[config.mk]
export PLATFORM = sky130hd
export DESIGN_NAME = mem_stage
export DESIGN_NICKNAME = d
export VERILOG_FILES = /design/src/rtl/pipe_pkg.sv /design/src/rtl/data_ram.sv /design/src/rtl/mem_stage.sv
export SDC_FILE = /design/constraint.sdc
export NUM_CORES = 2
export LEC_CHECK = 0
export ABC_AREA = 1
export CORE_ASPECT_RATIO = 0.9
export CORE_UTILIZATION = 40
export DETAILED_ROUTE_END_ITERATION = 12
export SLEW_MARGIN = 25
export SYNTH_ARGS = -nofsm -noshare
export SYNTH_HDL_FRONTEND = slang
export SYNTH_SLANG_ARGS = --single-unit
[constraint.sdc]
create_clock -name clk -period 3.3 [get_ports clk]
set_input_delay 0.495 -clock clk [delete_from_list [all_inputs] [get_ports clk]]
set_output_delay 0.495 -clock clk [all_outputs]
set_load 0.05 [all_outputs]
[src/rtl/pipe_pkg.sv]
`default_nettype none
// ============================================================================
// Module : pipe_pkg
// Desc   : Shared types and constants for the MEM stage of the MIPS pipeline.
// Rev    : 1.0
// ============================================================================
package pipe_pkg;

    typedef enum logic [0:0] {
        ST_CLEAR = 1'b0,
        ST_RUN   = 1'b1
    } mem_state_t;

    localparam int          DEFAULT_DEPTH = 64;
    localparam int          WORD_BYTES    = 4;
    localparam logic [31:0] ZERO_WORD     = 32'h0000_0000;

    typedef struct packed {
        logic        reg_write;
        logic        mem_to_reg;
        logic [31:0] read_data;
        logic [31:0] alu_result;
        logic [4:0]  reg_dst;
    } wb_bundle_t;

    localparam wb_bundle_t WB_BUBBLE = '0;

endpackage
`default_nettype wire

[src/rtl/data_ram.sv]
`default_nettype none
// ============================================================================
// Module : data_ram
// Desc   : DEPTH x 32 data memory, one synchronous write port, async read.
// Rev    : 1.0
// ============================================================================
module data_ram #(
    parameter int DEPTH = 64,
    parameter int AW    = $clog2(DEPTH)
) (
    input  logic          clk,
    input  logic          we_i,
    input  logic [AW-1:0] waddr_i,
    input  logic [31:0]   wdata_i,
    input  logic [AW-1:0] raddr_i,
    output logic [31:0]   rdata_o
);

    logic [31:0] mem_q [DEPTH];

    always_ff @(posedge clk) begin
        if (we_i) begin
            mem_q[waddr_i] <= wdata_i;
        end
    end

    assign rdata_o = mem_q[raddr_i];

endmodule
`default_nettype wire

[src/rtl/mem_stage.sv]
`default_nettype none
// ============================================================================
// Module : mem_stage
// Desc   : MIPS MEM stage: data memory, lw/sw, MEM/WB register, zero-fill FSM.
// Rev    : 1.0
// ============================================================================
module mem_stage
    import pipe_pkg::*;
#(
    parameter  int DEPTH = DEFAULT_DEPTH,
    localparam int AW    = $clog2(DEPTH)
) (
    input  logic        clk,
    input  logic        reset,
    input  logic        MemReadM,
    input  logic        MemWriteM,
    input  logic        MemtoRegM,
    input  logic        RegWriteM,
    input  logic [31:0] ALUResultM,
    input  logic [31:0] WriteDataM,
    input  logic [4:0]  RegisterDstM,
    output logic        RegWriteW,
    output logic        MemtoRegW,
    output logic [31:0] ReadDataW,
    output logic [31:0] ALUResultW,
    output logic [4:0]  RegisterDstW,
    output logic [31:0] ResultW,
    output logic        mem_busy,
    output logic        misalign_err
);

    localparam int          OFS_W     = $clog2(WORD_BYTES);
    localparam logic [AW-1:0] CLR_LAST = AW'(DEPTH - 1);

    mem_state_t    state_q, state_d;
    logic [AW-1:0] clr_cnt_q, clr_cnt_d;
    logic          err_q, err_d;
    wb_bundle_t    wb_q, wb_d;

    logic [AW-1:0] w_idx;
    logic          w_aligned;
    logic          w_misalign;
    logic          w_ram_we;
    logic [AW-1:0] w_ram_waddr;
    logic [31:0]   w_ram_wdata;
    logic [31:0]   w_ram_rdata;
    logic          w_unused_addr_hi;

    // Upper address bits are dropped on purpose: accesses wrap modulo DEPTH.
    assign w_idx            = ALUResultM[AW+OFS_W-1:OFS_W];
    assign w_unused_addr_hi = ^ALUResultM[31:AW+OFS_W];
    assign w_aligned        = (ALUResultM[OFS_W-1:0] == '0);
    assign w_misalign       = (MemReadM | MemWriteM) & ~w_aligned;

    data_ram #(
        .DEPTH (DEPTH),
        .AW    (AW)
    ) u_data_ram (
        .clk     (clk),
        .we_i    (w_ram_we),
        .waddr_i (w_ram_waddr),
        .wdata_i (w_ram_wdata),
        .raddr_i (w_idx),
        .rdata_o (w_ram_rdata)
    );

    always_ff @(posedge clk or negedge reset) begin
        if (!reset) begin
            state_q   <= ST_CLEAR;
            clr_cnt_q <= '0;
            err_q     <= 1'b0;
            wb_q      <= WB_BUBBLE;
        end else begin
            state_q   <= state_d;
            clr_cnt_q <= clr_cnt_d;
            err_q     <= err_d;
            wb_q      <= wb_d;
        end
    end

    always_comb begin
        state_d     = state_q;
        clr_cnt_d   = clr_cnt_q;
        err_d       = err_q;
        wb_d        = WB_BUBBLE;
        w_ram_we    = 1'b0;
        w_ram_waddr = w_idx;
        w_ram_wdata = WriteDataM;
        case (state_q)
            ST_CLEAR: begin
                // Fill owns the write port; incoming instructions become bubbles.
                w_ram_we    = 1'b1;
                w_ram_waddr = clr_cnt_q;
                w_ram_wdata = ZERO_WORD;
                clr_cnt_d   = clr_cnt_q + AW'(1);
                if (clr_cnt_q == CLR_LAST) begin
                    state_d = ST_RUN;
                end
            end
            ST_RUN: begin
                w_ram_we           = MemWriteM & w_aligned;
                wb_d.reg_write     = RegWriteM & ~w_misalign;
                wb_d.mem_to_reg    = MemtoRegM;
                wb_d.read_data     = (MemReadM & w_aligned) ? w_ram_rdata : ZERO_WORD;
                wb_d.alu_result    = ALUResultM;
                wb_d.reg_dst       = RegisterDstM;
                if (w_misalign) begin
                    err_d = 1'b1;
                end
            end
            default: begin
                state_d = ST_CLEAR;
            end
        endcase
    end

    assign RegWriteW    = wb_q.reg_write;
    assign MemtoRegW    = wb_q.mem_to_reg;
    assign ReadDataW    = wb_q.read_data;
    assign ALUResultW   = wb_q.alu_result;
    assign RegisterDstW = wb_q.reg_dst;
    assign ResultW      = wb_q.mem_to_reg ? wb_q.read_data : wb_q.alu_result;
    assign mem_busy     = (state_q == ST_CLEAR);
    assign misalign_err = err_q;

endmodule
`default_nettype wire

After elaboration in Yosys (flattened, before gate mapping)
Memories as Yosys holds them, arrays and structs flattened.
Cells that the tools add are included.
{ "op_classes": {"n_addsub": 1, "eq_ne": 1, "n_mux": 10, "bitwise": 8, "n_reduce_logical": 2} }
{ "ops": {"columns": ["operator", "count"], "rows": [
  ["$mux W32", 3],
  ["$mux W71", 1],
  ["$add A6 B1 Y6 const B", 1],
  ["$eq A6 B6 Y1 const B", 1],
  ["$mux W6", 1],
  ["$and A1 B1 Y1", 4],
  ["$mux W1", 4],
  ["$not A1 Y1", 3],
  ["$logic_not A2 Y1", 1],
  ["$pmux W1 S2", 1],
  ["$reduce_and A2 Y1", 1],
  ["$or A1 B1 Y1", 1]
]} }
{ "totals": {"reg_bits": 79, "ramBits": 2048, "in_bits": 75, "output_inout_bits": 105, "word_cells": 31, "n_memories": 1} }
{ "memory_table": {"columns": ["memory", "words", "word_bits", "rd", "rd_ports_with_merged_regs", "write_ports", "line", "text"], "rows": [
  ["u_data_ram.mem_q", 64, 32, 1, 0, 1, "data_ram.sv:19", "logic [31:0] mem_q [DEPTH];"]
]} }

Longest topological paths before layout
{ "depth": {"word_depth": 6, "ltp_mapped": 14, "mapped_depth_nobuf": 11} }

By module
From an unflattened synthesis, not the netlist that was laid out.
{ "unflattened": {"cells_unflattened": 7116, "hier_area_um2": 85749.7} }
{ "by_module_without_submodules": {"columns": ["module", "instances", "cells_each", "area_per_inst_um2", "seq_area_each_um2"], "rows": [
  ["data_ram", 1, 6737, 82097.5, 61499.0],
  ["mem_stage", 1, 379, 3652.3, 1976.9]
]} }

Least setup slack after synthesis
No wires, ideal clock.
{ "synth_timing": {"kind": "input to register", "start": "input port ALUResultM[2]", "end": "memory u_data_ram.mem_q[14][0] (enable)", "setup_time_ns": 0.421, "arrival_ns": 2.850, "required_time_ns": 2.879, "setup_slack_ns": 0.029, "path_stages": 9, "path_buffers": 2, "path_cell_list": "buf_4 -> buf_4 -> nand2_1 -> inv_1 -> a21oi_4 -> inv_1 -> nor2_1 -> nand2_1 -> nor2_1"} }
{ "synth_via": {"elab_chain_len": 1} }
{ "synth_rtl": {"columns": ["element", "line", "text"], "rows": [
  ["start, declared", "mem_stage.sv:19", "input logic [31:0] ALUResultM,"],
  ["$mux W6", "mem_stage.sv:89", "case (state_q)"],
  ["end, declared", "data_ram.sv:19", null]
]} }
No other way between the ends.

Worst setup path in the final report
{ "layout_timing": {"start": "register state_q", "end": "output port mem_busy"} }
{ "layout_via": {"elab_chain_len": 1} }
{ "layout_rtl": {"columns": ["element", "line", "text"], "rows": [
  ["start, declared", "mem_stage.sv:35", "mem_state_t state_q, state_d;"],
  ["start signal, assigned", "mem_stage.sv:74", "state_q <= state_d;"],
  ["$not A1 Y1", null, null],
  ["end, declared", "mem_stage.sv:28", "output logic mem_busy,"]
]} }
No other way between the ends.

==> results.md <==
- Count leader, synth: nand2_1
- Vias per inst: about 5.5
- Placed Instance Area: slightly above 90000 um^2
- Ports: 180
- Post-DP HPWL: between 150000 and 200000 um
- Reg2reg path depth: 8
- CP Launch Type: register
- Vias in the first global route: around 54000
- Residual DRC count: 0
- Core Area: between 200000 and 250000 um^2
- CTS max path bufs: 3
- Switching Share: 0.222
- Initial Util: 0.403
- Row cnt: 160
- Status: finished clean
- Peak VDD IR: around 0.47 mV
- TritonCTS clock tree: done
- R2R Path End: u_data_ram.mem_q[6][25]$_DFFE_PP_
- Pint: around 43 mW
- Post-synth ARST share: 0.0371
- Area contributors post-synth: edfxtp_1, nand3_1, nand2_1, dfrtp_1, buf_2
- Post-synth EDFFs: a little over 2000
- Netlist cell types: 26
- Yosys reg bits: around 2100
- Syn nets: 7176
- Port bufs: ~180
- Worst r2r src: state_q$_DFF_PN0_
- PD cells: approximately 560 nW/um^2
- WP data arrival: 2.77 ns
- Post-layout nets: 7425
- R2R Setup Slk: 0.60 ns
- Clk pwr share: 0.421
- Slew @ Worst Pin: approximately 1.1 ns
- Final Hold Viols: 0
- Slew Limit Headroom: 0.292
- Post-synthesis sequential area ratio: 0.743
- GPL Wtd Cong: approximately 0.86
- Area leader, netlist: edfxtp_1
- Antenna-violating nets left: 0
- Static leakage: approximately 35 nW
- Post-route cell area: 99900 um^2
- Pre-CTS setup slack: -0.0270 ns
- Largest net degree at the start of global routing: between 100 and 150
- Clock-pin slew on the worst setup and hold paths: 0.06 ns
- Gr usage total: 0.237
- Fill count: between 15000 and 20000
- Critical Path End Type: output pin
- Max Slew Vio Count: 0
- CP cell instances: inv_2 -> clkdlybuf4s50_1
- Die extent in x: 489 um
- Max cap viols: 0
- Required time worst endpoint: around 2.8 ns
- Die H: ~440 um
- Final WL: 258000 um
- Worst setup path endpoint: mem_busy
- Slowest stage delay, CP: ~1.1 ns
- Via count: around 57000
- Cell area after synthesis: 85400 um^2
- Endpoints failing setup: 0
- Combinational share of power: 0.055
- First-pass GRT wire length: 373000 um
- Post-layout util: 0.472
- Cells after Synth: between 7000 and 8000
- CTS Root Cell: clkbuf_16
- Synth Warn #: 0
- Kind of critical path: register to output pin
- Syn_area_per_cell: 12.0 um^2
- Sink Count: about 2100
- Worst-skew pair later-pin latency: approximately 0.84 ns
- Post-synth top area share: 0.720
- NetSw: 12.3 mW
- DR pass1 iterations: 8
- Slowest CP cell: clkdlybuf4s50_1
- Die area: approximately 220000 um^2
- Most frequent cells after synthesis: nand2_1, edfxtp_1, nand3_1, buf_2, nor2_1
- Overflow after GRT: 0
- Wire length per cell: between 20 and 25 um
- Number of buffers created by CTS: 203
- Hold WS: approximately 0.071 ns
- Share of cells above drive strength 1: 0.102
- Flop pwr share: 0.524
- Type of the worst min-delay path: primary input to register
- Post-synth top flop: edfxtp_1
- Initial antenna violation count: 18
- Initial DRC count: just under 8000
- H-tree depth: 4
- Setup bufs post-CTS: 0
- Critical Path Fanout Max: 17
- CP startpoint: state_q$_DFF_PN0_
- F_max: between 0.3 and 0.4 GHz
- Period minus WS final: approximately 3.3 ns
- Skew final: around 0.024 ns
- Fin worst setup slack: approximately 0.037 ns
- Final period utilization: 0.989
- RSZ-0062 raised after global routing: false
- Layout area overhead: 17.0%
-- cell type report --
cell class,instances,area [um^2],area share
Sequential cell,2127,63500,0.635
Multi-Input combinational cell,4418,19800,0.198
Timing Repair Buffer,507,6140,0.0615
Clock buffer,272,5570,0.0558
Tap cell,2835,3550,0.0355
Clock inverter,107,1050,0.0105
Inverter,92,394,0.00394
Antenna cell,3,7.51,0.0000751
-- cell families after synthesis --
logic type      count (synthesis)  synth area share
compound gates                102           0.00650
xor+xnor                        5          0.000512
fa+ha+maj                       1          0.000146
buf+inv                       555            0.0316
flops                        2127             0.743
mux                            32           0.00422
simple gates                 4278             0.214
-- layer usage --
layer	global-route usage	part of all wire
met3	0.0397	0.092
met1	0.337	0.42
met2	0.362	0.45
met4	0.0914	0.040
met5	0	0.00015
-- flip-flops by register name, indices dropped and copies added (netlist names) --
signal            flops
u_data_ram.mem_q   2048
ALUResultW           32
ReadDataW            32
clr_cnt_q             6
RegisterDstW          5
MemtoRegW             1
RegWriteW             1
misalign_err          1
state_q               1
-- power groups by stage --
stage	Sequential (mW)	Clock [mW]	Combinational [mW]
after floorplan	29.7	0	1.85
after global placement	29.7	0	3.00
after detailed placement	29.7	0	3.02
after CTS	29.1	23.6	3.04
after global routing	29.1	24.6	3.33
final	29.1	23.4	3.06
-- placed cells by master (no fill, tap or decap), types with 2 or more instances in the layout --
cell and instances:
inv_8 2, clkbuf_8 17, clkinv_8 7, inv_16 3, clkinv_4 2, edfxtp_1 2048
xor2_1 4, dfrtp_1 77, a21oi_1 34, clkdlybuf4s50_1 171, clkinv_1 36, inv_6 4
o22ai_1 20, nor2_1 126, mux2_2 32, dlygate4sd3_1 3, clkinv_2 48, inv_1 54
clkinvlp_4 2, o21ai_0 42, a31oi_1 3, clkbuf_1 49, nand3_1 1786, bufinv_16 17
clkbuf_16 206, diode_2 3, buf_12 150, inv_2 24, buf_8 3, buf_4 178
nor2_4 64, nand2_1 2300
-- worst max-delay path, delay by kind of cell (launching register included) --
| family | cells | cell delay [ns] |
|---|---|---|
| buffers and inverters | 2 | 1.32 |
| DFF | 1 | 0.58 |
-- per-stage QoR --
stage | power (mW) | std cells | TNS (ns)
after CTS | 55.8 | 10400 | 0
after detailed placement | 32.7 | 9976 | -0.897
after global routing | 57.1 | 10400 | 0
final | 55.6 | 10400 | 0
after floorplan | 31.6 | 7100 | 0
after global placement | 32.7 | 9976 | -7.30
-- worst min path at each step --
stage                                           to  slack (ns)                startpoint  cells after the start
after CTS                  ALUResultW[5]$_DFF_PN0_        0.02             ALUResultM[5]                      3
final                      ALUResultW[5]$_DFF_PN0_        0.07             ALUResultM[5]                      3
after global routing       ALUResultW[5]$_DFF_PN0_        0.02             ALUResultM[5]                      3
after global placement    misalign_err$_DFFE_PN0P_        0.44  misalign_err$_DFFE_PN0P_                      1
after floorplan            ALUResultW[0]$_DFF_PN0_        0.20                     reset                      0
after detailed placement  misalign_err$_DFFE_PN0P_        0.45  misalign_err$_DFFE_PN0P_                      1
-- timing repair --
item | CTS | global route
resized for setup | 0 | 0
hold buffers | 3 | 0
hold endpoints to repair | 30 | 0
Note: power is estimated with default switching activity, not from simulation.
